File: src/rtl/neurotransmitter_controller.sv
`default_nettype none
// ============================================================================
// Module      : neurotransmitter_controller
// Description : Keeps one saturating level register for each of CORT, DOP,
//               GABA, NE and SER. On every time-base tick the levels move
//               with the active stimuli and the sleep state, and periodically
//               decay one step toward BASELINE. The top two bits of each level
//               are published, packed, for the emotion regulator.
//
// Ports:
//   clk                     system clock
//   rst                     synchronous active-high reset
//   tick                    one-cycle time-base strobe; updates happen only here
//   action[7:0]             bit0 = asleep, other bits ignored
//   stimuli[15:0]           stimulus flags
//                             [0] fed  [1] played  [2] petted  [3] loud
//                             [4] scolded  [9] lonely  [10] praised
//                             [11] hungry  [12] starving  [13] tired
//                             [14] sick  [15] pain  ([8:5] reserved)
//   development_stage[1:0]  0 = baby (double step), 1..3 = normal step
//   neurotransmitter_level  packed 2-bit levels:
//                             [1:0] CORT [3:2] DOP [5:4] GABA [7:6] NE [9:8] SER
//   level_updated           one-cycle pulse in the cycle after a tick applied
//
// Revision    : 1.0 - initial release
// ============================================================================
module neurotransmitter_controller #(
    parameter int LEVEL_WIDTH  = 6,
    parameter int BASELINE     = 24,
    parameter int STEP         = 4,
    parameter int DECAY_PERIOD = 8
) (
    input  logic        clk,
    input  logic        rst,
    input  logic        tick,
    input  logic [7:0]  action,
    input  logic [15:0] stimuli,
    input  logic [1:0]  development_stage,
    output logic [9:0]  neurotransmitter_level,
    output logic        level_updated
);

    // Three guard bits: one sign bit plus headroom for the summed deltas.
    localparam int c_SUM_W = LEVEL_WIDTH + 3;
    localparam int c_CNT_W = (DECAY_PERIOD > 1) ? $clog2(DECAY_PERIOD) : 1;
    localparam int c_NUM   = 5;

    localparam int c_CORT = 0;
    localparam int c_DOP  = 1;
    localparam int c_GABA = 2;
    localparam int c_NE   = 3;
    localparam int c_SER  = 4;

    localparam logic [LEVEL_WIDTH-1:0]    c_BASE     = LEVEL_WIDTH'(BASELINE);
    localparam logic signed [c_SUM_W-1:0] c_MAX      = c_SUM_W'((1 << LEVEL_WIDTH) - 1);
    localparam logic signed [c_SUM_W-1:0] c_ONE      = c_SUM_W'(1);
    localparam logic [c_CNT_W-1:0]        c_CNT_LAST = c_CNT_W'(DECAY_PERIOD - 1);

    logic [LEVEL_WIDTH-1:0] r_level [c_NUM];
    logic [c_CNT_W-1:0]     r_decay_cnt;
    logic                   r_level_updated;

    logic [LEVEL_WIDTH-1:0]    w_next  [c_NUM];
    logic signed [c_SUM_W-1:0] w_delta [c_NUM];
    logic signed [c_SUM_W-1:0] w_step;
    logic                      w_decay_now;
    logic                      w_asleep;
    logic                      w_unused;

    // Named stimulus flags
    logic w_fed, w_played, w_petted, w_loud, w_scolded, w_lonely, w_praised;
    logic w_hungry, w_starving, w_tired, w_sick, w_pain;

    assign w_fed      = stimuli[0];
    assign w_played   = stimuli[1];
    assign w_petted   = stimuli[2];
    assign w_loud     = stimuli[3];
    assign w_scolded  = stimuli[4];
    assign w_lonely   = stimuli[9];
    assign w_praised  = stimuli[10];
    assign w_hungry   = stimuli[11];
    assign w_starving = stimuli[12];
    assign w_tired    = stimuli[13];
    assign w_sick     = stimuli[14];
    assign w_pain     = stimuli[15];
    assign w_asleep   = action[0];

    // Reserved stimulus bits and the non-sleep action bits carry no meaning here.
    assign w_unused = ^{action[7:1], stimuli[8:5]};

    function automatic logic signed [c_SUM_W-1:0] f_term(
        input logic                      flag,
        input logic signed [c_SUM_W-1:0] amount
    );
        return flag ? amount : '0;
    endfunction

    assign w_step      = (development_stage == 2'd0) ? c_SUM_W'(STEP * 2) : c_SUM_W'(STEP);
    assign w_decay_now = (r_decay_cnt == c_CNT_LAST);

    // Stimulus and sleep contributions, summed together per level.
    assign w_delta[c_DOP]  = f_term(w_fed, w_step) + f_term(w_played, w_step)
                           + f_term(w_praised, w_step)
                           - f_term(w_hungry, w_step) - f_term(w_sick, w_step);

    assign w_delta[c_SER]  = f_term(w_fed, w_step) + f_term(w_petted, w_step)
                           + f_term(w_praised, w_step)
                           - f_term(w_lonely, w_step) - f_term(w_starving, w_step)
                           + f_term(w_asleep, c_ONE);

    assign w_delta[c_GABA] = f_term(w_petted, w_step)
                           - f_term(w_loud, w_step) - f_term(w_pain, w_step)
                           + f_term(w_asleep, c_ONE);

    assign w_delta[c_NE]   = f_term(w_loud, w_step) + f_term(w_scolded, w_step)
                           + f_term(w_played, w_step)
                           - f_term(w_tired, w_step)
                           - f_term(w_asleep, w_step);

    assign w_delta[c_CORT] = f_term(w_scolded, w_step) + f_term(w_starving, w_step)
                           + f_term(w_pain, w_step) + f_term(w_sick, w_step)
                           - f_term(w_petted, w_step)
                           - f_term(w_asleep, w_step);

    // Per-level decay toward baseline and saturation into the register range.
    genvar gi;
    generate
        for (gi = 0; gi < c_NUM; gi++) begin : g_level
            logic signed [c_SUM_W-1:0] w_decay;
            logic signed [c_SUM_W-1:0] w_sum;

            // Decay direction is judged on the level before this tick's update.
            assign w_decay = !w_decay_now              ? '0 :
                             (r_level[gi] > c_BASE)    ? -c_ONE :
                             (r_level[gi] < c_BASE)    ? c_ONE :
                                                         '0;

            assign w_sum = $signed({3'b000, r_level[gi]}) + w_delta[gi] + w_decay;

            assign w_next[gi] = (w_sum < 0)     ? '0 :
                                (w_sum > c_MAX) ? '1 :
                                                  w_sum[LEVEL_WIDTH-1:0];
        end
    endgenerate

    always_ff @(posedge clk) begin
        if (rst) begin
            for (int i = 0; i < c_NUM; i++) begin
                r_level[i] <= c_BASE;
            end
            r_decay_cnt     <= '0;
            r_level_updated <= 1'b0;
        end else begin
            r_level_updated <= tick;
            if (tick) begin
                for (int i = 0; i < c_NUM; i++) begin
                    r_level[i] <= w_next[i];
                end
                r_decay_cnt <= w_decay_now ? '0 : r_decay_cnt + c_CNT_W'(1);
            end
        end
    end

    // Quantised view: top two bits of each level register.
    assign neurotransmitter_level = {
        r_level[c_SER] [LEVEL_WIDTH-1:LEVEL_WIDTH-2],
        r_level[c_NE]  [LEVEL_WIDTH-1:LEVEL_WIDTH-2],
        r_level[c_GABA][LEVEL_WIDTH-1:LEVEL_WIDTH-2],
        r_level[c_DOP] [LEVEL_WIDTH-1:LEVEL_WIDTH-2],
        r_level[c_CORT][LEVEL_WIDTH-1:LEVEL_WIDTH-2]
    };

    assign level_updated = r_level_updated;

endmodule
`default_nettype wire

File: config.mk
export PLATFORM = sky130hd
export DESIGN_NAME = neurotransmitter_controller
export DESIGN_NICKNAME = d
export VERILOG_FILES = /design/src/rtl/neurotransmitter_controller.sv
export SDC_FILE = /design/constraint.sdc
export NUM_CORES = 1
export LEC_CHECK = 0
export ABC_AREA = 1
export ABC_CLOCK_PERIOD_IN_PS = 9010
export CAP_MARGIN = 20
export CORE_AREA = 3 3 94 96
export CTS_CLUSTER_SIZE = 20
export DETAILED_ROUTE_END_ITERATION = 10
export DIE_AREA = 0 0 97 99
export PLACE_DENSITY = 0.92
export SLEW_MARGIN = 5
export SYNTH_ARGS = -nofsm -noshare
export SYNTH_HDL_FRONTEND = slang
export SYNTH_SLANG_ARGS = --single-unit
export TNS_END_PERCENT = 10
File: constraint.sdc
create_clock -name clk -period 9.01 [get_ports clk]
set_input_delay 1.3515 -clock clk [delete_from_list [all_inputs] [get_ports clk]]
set_output_delay 1.3515 -clock clk [all_outputs]
set_load 0.01 [all_outputs]
==> metrics.md <==
| Metric | Value |
|---|---|
| Largest net degree at the start of global routing | 25 |
| Net count after synthesis | 795 |
| Net Switching | 0.857 mW |
| Min-delay worst type | reg2reg |
| Flop pwr share | 15.2% |
| WP data arrival | 6970 ps |
| Placement Rows | 33 |
| Gr usage total | 23.4% |
| Clock power frac | 7.0% |
| Hold Fails Final Rpt | 0 |
| CTS tree | yes |
| Setup TNS | 0 ps |
| Max_cap viols | 0 |
| Endpoint class of the critical path | flop |
| Vias | 4074 |
| EDFF count, synth | 30 |
| Synth Instances | 627 |
| Synth top area cells | fa_1 (21%), ha_1 (20%), edfxtp_1 (17%), inv_1 (12%), nand2_1 (7.4%) |
| Avg WL per Cell | 14.1 um |
| WHS | 487 ps |
| Top delay family on crit path | adder cells |
| Cell taking the most area after synthesis | fa_1 |
| Post-DRT Antenna Nets | 0 |
| Worst path bufs/invs | 4 |
| Worst Tran Pin Value | 556 ps |
| Hold Startpoint | r_decay_cnt[1]$_SDFFE_PP0P_ |
| Largest family of logic cells by synthesized area | adder cells |
| Vias in the first global route | 4322 |
| Max Slew Vio Count | 0 |
| Starting Density | 63.8% |
| Clock sink count | 34 |
| DIE AREA | 9600 um2 |
| Setup violators final | 0 |
| XOR/XNOR Fraction of Synth Area | 2.87% |
| Hold Buf Count CTS | 0 |
| Total CTS buffers | 5 |
| Die width | 97 um |
| Worst Setup Path Type | in2reg |
| Power Density | 291 nW/um2 |
| DRT Pass-1 Iters | 5 |
| Sw Share | 52.4% |
| Cell Chain, Critical Path | clkdlybuf4s50_1 > nor2_1 > buf_4 > inv_1 > nor2_1 > fa_1 > fa_1 > fa_1 > ha_1 > fa_1 > xnor2_1 > ha_1 > fa_1 > inv_1 > ha_1 > nand2_1 > nor2_1 > nand2_1 > nand3_1 > nand2_1 > nand2_1 > nand3_1 > nand2_1 > nand2_1 |
| Core area | 8130 um2 |
| GRT Residual Overflow | 0 |
| Routed WL | 10.7 mm |
| # DRC | 0 |
| R2r startpoint | r_decay_cnt[0]$_SDFFE_PP0P_ |
| Critical path fanouts, max | 16 |
| Predominant post-synthesis flop cell | edfxtp_1 |
| Mapped Area | 5190 um2 |
| Setup Buffers After CTS | 0 |
| Min cycle time layout | 6930 ps |
| Synth cell types | 27 |
| Adder-cell share of the synthesized area | 41.5% |
| Placer congestion estimate | 0.873 |
| Max clock buf depth | 2 |
| Fillers | 593 |
| Part of the Yosys area used for sequential elements | 18.9% |
| Synth Area in Simple Gates | 19.6% |
| Slew HR | 62.9% |
| Launch point of the critical path | development_stage[0] |
| Max frequency | 0.144 GHz |
| Root buffer cell | clkbuf_8 |
| Startpoint types | input port |
| P_leak | 3.12 nW |
| Synth top area share | 21.2% |
| Detailed-placement wirelength estimate | 8.90 mm |
| Worst vdd ir | 0.133 mV |
| Final Skew | 13.6 ps |
| Clock-pin slew on the worst setup and hold paths | 70 ps |
| Area growth, synth to finish | 8.12% |
| First-pass GRT wire length | 18.6 mm |
| Yosys warns | 0 |
| Average vias per placed instance | 5.38 |
| Int Power | 0.778 mW |
| Req. time, crit path | 9050 ps |
| Status | finished clean |
| Ratio of cells with drive above 1 in the final layout | 4.14% |
| Crit-path most repeated cell | nand2_1 |
| Initial DRC count | 186 |
| CTS resizes | 0 |
| Crit-path slowest cell | fa_1 |
| I/O Pins | 40 |
| Ys async rst share | 0% |
| Initial antenna violation count | 0 |
| Post-layout net count | 819 |
| Compound-Gate Fraction of Synth Area | 3.16% |
| Final worst path period share | 76.9% |
| Die height | 99 um |
| I/O Buffers | 28 |
| # diodes | 0 |
| Post-synthesis mux area share | 0% |
| Mean post-synth cell area | 8.28 um2 |
| Delay of the slowest cell on the worst path | 550 ps |
| Max H-tree Level | 2 |
| Synth Register Bits | 34 |
| RSZ-0062 raised after global routing | false |
| Worst skew pair latency | 300 ps |
| Comb pwr share | 77.8% |
[flip-flops by register name, summed over array words and instances, names as in the netlist]
register       cells
r_decay_cnt        3
level_updated      1
r_level           30
[per-layer routing]
layer  track usage, %  up-vias  part of all wire, %  wire length [um]
met3             3.18       36                  4.4               469
li1                 -     1960                    -                 -
met2             43.2      108                   52              5550
met1             27.1     1970                   41              4340
met5                0        -                    0                 0
met4             10.3        0                  3.1               335
[worst register-to-register path, cell delays in order (launching register included)]
cell and delay (ps):
dfxtp_1 360, ha_1 160, ha_1 400, nand2_1 140, a21oi_1 370, inv_1 200
fa_1 550, fa_1 570, inv_1 60, fa_1 520, fa_1 540, ha_1 200
inv_1 70, fa_1 430, nand3b_1 170, nand2_1 80, xnor2_1 180, nand2_1 170
nor2_1 120, nor2_1 60
[worst paths after layout]
check,end,slack (ps),cells past startpoint
hold reg to reg,r_decay_cnt[1]$_SDFFE_PP0P_,490,2
hold / removal,r_decay_cnt[1]$_SDFFE_PP0P_,490,2
setup reg to reg,r_level[1][5]$_SDFFCE_PP0P_,3440,19
setup / recovery,r_level[0][3]$_SDFFCE_PN1P_,2080,24
[per-stage QoR]
step	cell area, um2	setup WS [ps]	instances	power (mW)	utilization [%]
after global placement	5530	1980	749	1.42	68.0
after detailed placement	5530	1800	749	1.49	68.0
after global routing	5610	1710	757	1.83	69.0
after floorplan	5190	2790	627	1.22	-
final	5610	2080	757	1.63	69.0
after CTS	5610	2110	757	1.63	69.0
[cell families after synthesis]
group,Yosys count
AND/OR/NAND/NOR,226
adder cells (fa/ha/maj),139
XOR/XNOR,17
buffers and inverters,184
AO/OA/AOI/OAI,27
flip-flops,34
[cell usage after synthesis (2+ instances only)]
| master | instances |
|---|---|
| edfxtp_1 | 30 |
| nand3_1 | 35 |
| ha_1 | 84 |
| buf_4 | 10 |
| dfxtp_1 | 4 |
| a21oi_1 | 18 |
| xor2_1 | 7 |
| nor4_1 | 5 |
| inv_2 | 2 |
| or2_1 | 3 |
| inv_1 | 169 |
| nand3b_1 | 10 |
| o21ai_0 | 3 |
| nand2_1 | 102 |
| fa_1 | 55 |
| nand4_1 | 10 |
| clkbuf_1 | 2 |
| a21oi_2 | 4 |
| xnor2_1 | 10 |
| nor2_1 | 50 |
| nand2_2 | 8 |
[final cells by class]
type                    instances  area [um2]  area share [%]
clock inverters                 2        10.0           0.178
repair buffers                 30         295            5.26
clock buffers                   6        72.6            1.29
well taps                     105         131            2.34
multi-input cells             409        3480            62.0
inverters                     171         642            11.4
flip-flops and latches         34         981            17.5
[layout by cell type, fill, tap and decap left out, drive strengths merged]
cell type / count
a21oi: 23
dfxtp: 4
clkbuf: 6
fa: 55
o31ai: 1
xnor2: 10
edfxtp: 30
nand4: 10
buf: 2
clkdlybuf4s50: 28
nand3: 35
inv: 171
clkinv: 2
o21ai: 3
nand3b: 10
nor4: 5
ha: 84
xor2: 7
nor2: 52
nand2: 110
or2: 4
[power by group through the flow]
stage	clock network (mW)	logic, mW	registers, mW
5_1_grt	0.120	1.46	0.253
3_5_place_dp	0	1.24	0.252
3_3_place_gp	0	1.17	0.249
6_report	0.115	1.27	0.249
2_1_floorplan	0	0.980	0.243
4_1_cts	0.114	1.26	0.249
Power figures use the tool's default switching activity.
